$ cat config.mk
export PLATFORM = sky130hd
export DESIGN_NAME = div_seq_32_flat
export DESIGN_NICKNAME = d
export VERILOG_FILES = /design/src/rtl/div_seq_32_if.sv /design/src/rtl/div_seq_32.sv /design/src/flat_wrapper.sv
export SDC_FILE = /design/constraint.sdc
export NUM_CORES = 1
export LEC_CHECK = 0
export ABC_AREA = 1
export CAP_MARGIN = 10
export CELL_PAD_IN_SITES_DETAIL_PLACEMENT = 1
export CELL_PAD_IN_SITES_GLOBAL_PLACEMENT = 1
export CORE_UTILIZATION = 40
export DETAILED_ROUTE_END_ITERATION = 10
export GPL_ROUTABILITY_DRIVEN = 0
export HOLD_SLACK_MARGIN = 0.15
export PLACE_DENSITY = 0.82
export SETUP_SLACK_MARGIN = 0.3
export SYNTH_ARGS = -nofsm -noshare
export SYNTH_HDL_FRONTEND = slang
export SYNTH_SLANG_ARGS = --single-unit
$ cat constraint.sdc
create_clock -name clk -period 3.05 [get_ports clk]
set_input_delay 0.61 -clock clk [delete_from_list [all_inputs] [get_ports clk]]
set_output_delay 0.61 -clock clk [all_outputs]
set_load 0.05 [all_outputs]
$ cat src/rtl/div_seq_32_if.sv
// Handshake and operand/result bundle between the EX-stage issue logic and the divider.
interface div_seq_32_if #(
  parameter int unsigned WIDTH = 32
);
  logic             start;
  logic             is_signed;
  logic [WIDTH-1:0] dividend;
  logic [WIDTH-1:0] divisor;
  logic             busy;
  logic             done;
  logic [WIDTH-1:0] quotient;
  logic [WIDTH-1:0] remainder;
  logic             div_zero;

  modport master (
    output start, is_signed, dividend, divisor,
    input  busy, done, quotient, remainder, div_zero
  );

  modport slave (
    input  start, is_signed, dividend, divisor,
    output busy, done, quotient, remainder, div_zero
  );
endinterface

$ cat src/rtl/div_seq_32.sv
// Iterative restoring divider (DIV/DIVU): one trial subtraction per cycle, LO=quotient, HI=remainder.
// Optional macro DIV_EARLY_OUT_EN: finish in one cycle when |dividend| < |divisor|.
module div_seq_32 #(
  parameter int unsigned WIDTH = 32
) (
  input logic         clk,
  input logic         rst,
  div_seq_32_if.slave bus
);
  localparam int unsigned CW = $clog2(WIDTH);

  typedef enum logic [1:0] {IDLE, RUN, FIX, DONE} state_t;

  state_t           state;
  logic [CW-1:0]    cnt;
  logic [WIDTH-1:0] p;
  logic [WIDTH-1:0] q;
  logic [WIDTH-1:0] dvs;
  logic             q_neg;
  logic             r_neg;
  logic             busy_r;
  logic             done_r;
  logic [WIDTH-1:0] quotient_r;
  logic [WIDTH-1:0] remainder_r;
  logic             div_zero_r;

  logic             dd_neg;
  logic             dv_neg;
  logic [WIDTH-1:0] dd_mag;
  logic [WIDTH-1:0] dv_mag;
  logic [WIDTH:0]   shifted;
  logic [WIDTH:0]   trial;
  logic             borrow;

  always_comb begin
    dd_neg  = bus.is_signed & bus.dividend[WIDTH-1];
    dv_neg  = bus.is_signed & bus.divisor[WIDTH-1];
    dd_mag  = dd_neg ? -bus.dividend : bus.dividend;
    dv_mag  = dv_neg ? -bus.divisor  : bus.divisor;
    // P always stays below the divisor, so only its low WIDTH bits are stored;
    // the shifted value is the full WIDTH+1-bit partial remainder.
    shifted = {p, q[WIDTH-1]};
    trial   = shifted - {1'b0, dvs};
    // Top bit of the WIDTH+1-bit difference is set exactly when the subtraction borrows.
    borrow  = trial[WIDTH];
  end

  always_ff @(posedge clk) begin
    if (rst) begin
      state       <= IDLE;
      cnt         <= '0;
      p           <= '0;
      q           <= '0;
      dvs         <= '0;
      q_neg       <= 1'b0;
      r_neg       <= 1'b0;
      busy_r      <= 1'b0;
      done_r      <= 1'b0;
      quotient_r  <= '0;
      remainder_r <= '0;
      div_zero_r  <= 1'b0;
    end else begin
      case (state)
        IDLE, DONE: begin
          state  <= IDLE;
          busy_r <= 1'b0;
          done_r <= 1'b0;
          if (bus.start) begin
            div_zero_r <= 1'b0;
            q_neg      <= dd_neg ^ dv_neg;
            r_neg      <= dd_neg;
            if (bus.divisor == '0) begin
              quotient_r  <= '1;
              remainder_r <= bus.dividend;
              div_zero_r  <= 1'b1;
              done_r      <= 1'b1;
              state       <= DONE;
            end
`ifdef DIV_EARLY_OUT_EN
            else if (dd_mag < dv_mag) begin
              quotient_r  <= '0;
              remainder_r <= bus.dividend;
              done_r      <= 1'b1;
              state       <= DONE;
            end
`endif
            else begin
              p      <= '0;
              q      <= dd_mag;
              dvs    <= dv_mag;
              cnt    <= '0;
              busy_r <= 1'b1;
              state  <= RUN;
            end
          end
        end
        RUN: begin
          p   <= borrow ? shifted[WIDTH-1:0] : trial[WIDTH-1:0];
          q   <= {q[WIDTH-2:0], ~borrow};
          cnt <= cnt + CW'(1);
          if (cnt == CW'(WIDTH - 1)) begin
            state <= FIX;
          end
        end
        FIX: begin
          quotient_r  <= q_neg ? -q : q;
          remainder_r <= r_neg ? -p : p;
          busy_r      <= 1'b0;
          done_r      <= 1'b1;
          state       <= DONE;
        end
        default: state <= IDLE;
      endcase
    end
  end

  assign bus.busy      = busy_r;
  assign bus.done      = done_r;
  assign bus.quotient  = quotient_r;
  assign bus.remainder = remainder_r;
  assign bus.div_zero  = div_zero_r;
endmodule

$ cat src/flat_wrapper.sv
// flat-port wrapper written by rule: the top's interface ports become plain ports
module div_seq_32_flat 
#(
  parameter int unsigned WIDTH = 32
)
  (clk, rst, bus_start, bus_is_signed, bus_dividend, bus_divisor, bus_busy, bus_done, bus_quotient, bus_remainder, bus_div_zero);
  div_seq_32_if #(.WIDTH(WIDTH)) bus_i ();
  input logic clk;
  input logic rst;
  input wire logic [$bits(bus_i.start)-1:0] bus_start;
  input wire logic [$bits(bus_i.is_signed)-1:0] bus_is_signed;
  input wire logic [$bits(bus_i.dividend)-1:0] bus_dividend;
  input wire logic [$bits(bus_i.divisor)-1:0] bus_divisor;
  output wire logic [$bits(bus_i.busy)-1:0] bus_busy;
  output wire logic [$bits(bus_i.done)-1:0] bus_done;
  output wire logic [$bits(bus_i.quotient)-1:0] bus_quotient;
  output wire logic [$bits(bus_i.remainder)-1:0] bus_remainder;
  output wire logic [$bits(bus_i.div_zero)-1:0] bus_div_zero;
  assign bus_i.start = bus_start;
  assign bus_i.is_signed = bus_is_signed;
  assign bus_i.dividend = bus_dividend;
  assign bus_i.divisor = bus_divisor;
  assign bus_busy = bus_i.busy;
  assign bus_done = bus_i.done;
  assign bus_quotient = bus_i.quotient;
  assign bus_remainder = bus_i.remainder;
  assign bus_div_zero = bus_i.div_zero;
  div_seq_32 #(.WIDTH(WIDTH)) u_core (.clk(clk), .rst(rst), .bus(bus_i));
endmodule
==> results.sh <==
export IMPL_dr_wl_met3_um=2610
export IMPL_final_setup_viol_count=0
export IMPL_critPathArrivalTime_ns=3.01
export IMPL_slowest_stage="dfxtp_2"
export IMPL_synth_top_family_by_area="simple AND/OR/NAND/NOR gates"
export IMPL_synth_async_reset_ratio_pct=0
export IMPL_ios=135
export IMPL_insertion_delay_ns=0.45
export IMPL_path_cells="inv_1, ha_2, fa_2, inv_1, nand2_1, nand2_1, nand3_1, nand2_2, nand2_1, nand2_1, nand2_2, nand2_2, nand2_1, nand2_2, buf_12, nand2_1, o211ai_1, nand2_1, inv_1"
export IMPL_synth_nets=2283
export IMPL_antenna_found_initial=0
export IMPL_maxCapViolations=0
export IMPL_die_w_um=182
export IMPL_wl_met2_um=24500
export IMPL_clk_pin_slew_worst_paths_ns=0.07
export IMPL_total_leakage_power_nw=7.12
export IMPL_timing_final_hold_violations=0
export IMPL_tns_ns=0
export IMPL_rsz0062_at_grt="no"
export IMPL_power_density_nw_per_um2=796
export IMPL_die_area_sq_um=33100
export IMPL_grt_ovfl_total=0
export IMPL_wl_met1_um=22300
export IMPL_yosys_area_share_xor_xnor_pct=4.13
export IMPL_yosys_area_share_simple_pct=34.8
export IMPL_start_util_pct=40.8
export IMPL_fp_dieH_um=182
export IMPL_synth_cells=2173
export IMPL_fin_nets=2395
export IMPL_hp_class="reg -> reg"
export IMPL_worstSetupPathType="reg -> reg"
export IMPL_dr_first_iter_drc_count=995
export IMPL_grt_pass1_vias=15200
export IMPL_cts_htree_levels=4
export IMPL_hold_slack_ns=0.488
export IMPL_slew_headroom_pct=45.6
export IMPL_start_kind="flip-flop"
export IMPL_cts_tree="done"
export IMPL_synth_edf_count=0
export IMPL_drc=0
export IMPL_tightest_slew_ns=0.815
export IMPL_io_buffers=134
export IMPL_yosys_area_share_adder_pct=4.12
export IMPL_status="completed"
export IMPL_grtUsageTotal_pct=31.0
export IMPL_finalCritPeriodShare_pct=85.7
export IMPL_grt_pass1_wl_um=80800
export IMPL_mostFrequentLayoutCells="nand2_1 (570), inv_1 (284), a21oi_1 (197)"
export IMPL_final_common_cell="nand2_1"
export IMPL_synth_warning_count=0
export IMPL_drive_gt1_share_pct=5.96
export IMPL_root_buffer="clkbuf_16"
export IMPL_syn_avg_cell_area_sq_um=5.96
export IMPL_fmax_mhz=382
export IMPL_synth_cell_types=48
export IMPL_required_ns=3.44
export IMPL_skew_ns=0.00721
export IMPL_cpMostUsedCell="nand2_1"
export IMPL_vias=15100
export IMPL_cts_buffer_depth=2
export IMPL_core_sq_um=31700
export IMPL_syn2layout_area_growth_pct=19.7
export IMPL_final_antenna_net_count=0
export IMPL_vias_per_cell=5.60
export IMPL_wl_um=51800
export IMPL_post_cts_buffers=0
export IMPL_fillers=4406
export IMPL_crit_path_end_kind="flip-flop"
export IMPL_clock_sinks=172
export IMPL_synth_compound_area_share_pct=18.7
export IMPL_numCtsBuffers=17
export IMPL_path_max_fanout=11
export IMPL_synthesis_area_sq_um=12900
export IMPL_dp_hpwl_um=39900
export IMPL_wl_per_cell_um=19.2
export IMPL_ctsHoldBuffers=0
export IMPL_slew_viol_final=0
export IMPL_peakVddDrop_mv=0.460
export IMPL_worst_path_largest_cell_delay_ns=0.37
export IMPL_synth_seq_cells=172
export IMPL_top_layer="met4"
export IMPL_seq_area_frac_synth_pct=26.6
export IMPL_antenna_cells=0
export IMPL_synthMuxAreaShare_pct=0
export IMPL_grt_max_degree=81
export IMPL_drtPass1Iterations=5
export IMPL_synthFlopType="dfxtp_1"
export IMPL_rows=65
export IMPL_period_needed_ns=2.61
layout make-up:
cell class	count	area [sq um]	share of cell area [%]
Sequential cell	172	3450	22.3
Tap cell	402	503	3.24
Multi-Input combinational cell	1620	8020	51.8
Clock inverter	12	139	0.896
Clock buffer	20	457	2.95
Inverter	293	1100	7.11
Timing Repair Buffer	181	1830	11.8
routing by layer:
metal	track usage, %	up-vias
met3	3.81	91
met4	15.6	0
li1	-	7268
met1	38.2	7284
met2	53.1	478
met5	0	-
cell families after synthesis:
logic type,count (synthesis)
DFF,172
and+or+nand+nor,1062
AOI/OAI and AO/OA,455
adders and majority gates,42
xor gates and xnor gates,61
buffers and inverters,381
Yosys cell counts (all sizes together), types with 27 or more instances:
library cell / instances / area [sq um]
a31oi: 28 / 175
clkbuf: 50 / 188
ha: 41 / 513
inv: 291 / 1090
xor2: 41 / 359
o21ai: 194 / 975
nor2: 194 / 752
buf: 38 / 219
nor3: 27 / 146
dfxtp: 172 / 3440
nand3: 196 / 986
nand2: 577 / 2170
a21oi: 209 / 1080
state kept, by name, indices dropped and copies added, names as in the netlist, 2 cells and up:
register / count
u_core.bus.quotient: 32
u_core.bus.remainder: 32
u_core.dvs: 32
u_core.p: 32
u_core.q: 32
u_core.cnt: 5
u_core.state: 2
report_power, final:
| part | internal [mW] | switching (mW) |
|---|---|---|
| clock | 1.26 | 1.02 |
| combinational | 2.04 | 4.57 |
| sequential | 2.84 | 0.609 |
| total | 6.14 | 6.20 |
worst max-delay path: cells and delay by family (launching register included):
kind	cells	cell delay, ns
buf+inv	4	0.37
flops	1	0.37
simple gates	12	1.12
compound gates	1	0.12
fa+ha+maj	2	0.57
path summary, 6_finish.rpt:
path / from / endpoint / slack, ns / depth (start not counted)
worst max-delay path: u_core.q[31] / u_core.q[0] / 0.44 / 19
worst min-delay path: u_core.bus.div_zero / u_core.bus.div_zero / 0.49 / 2
worst max register to register: u_core.q[31] / u_core.q[0] / 0.44 / 19
worst min register to register: u_core.bus.div_zero / u_core.bus.div_zero / 0.49 / 2
timing repair:
action / CTS / global route
cloned: 0 / 2
hold endpoints to repair: 0 / 0
gates resized for setup: 4 / 14
endpoints found under the setup margin: 30 / 40
pin swaps: 0 / 1
stage by stage:
step / setup slack [ns] / instance area [sq um] / util [%] / power [mW] / cells
after global routing: 0.289 / 15500 / 48.9 / 13.1 / 2700
after CTS: 0.294 / 15400 / 48.6 / 12.2 / 2698
after floorplan: 0.810 / 12900 / - / 7.72 / 2173
after global placement: 0.128 / 14800 / 46.7 / 9.69 / 2666
final: 0.435 / 15500 / 48.9 / 12.3 / 2700
after detailed placement: 0.0843 / 14800 / 46.7 / 9.91 / 2666
(Power assumes the default switching activity.)
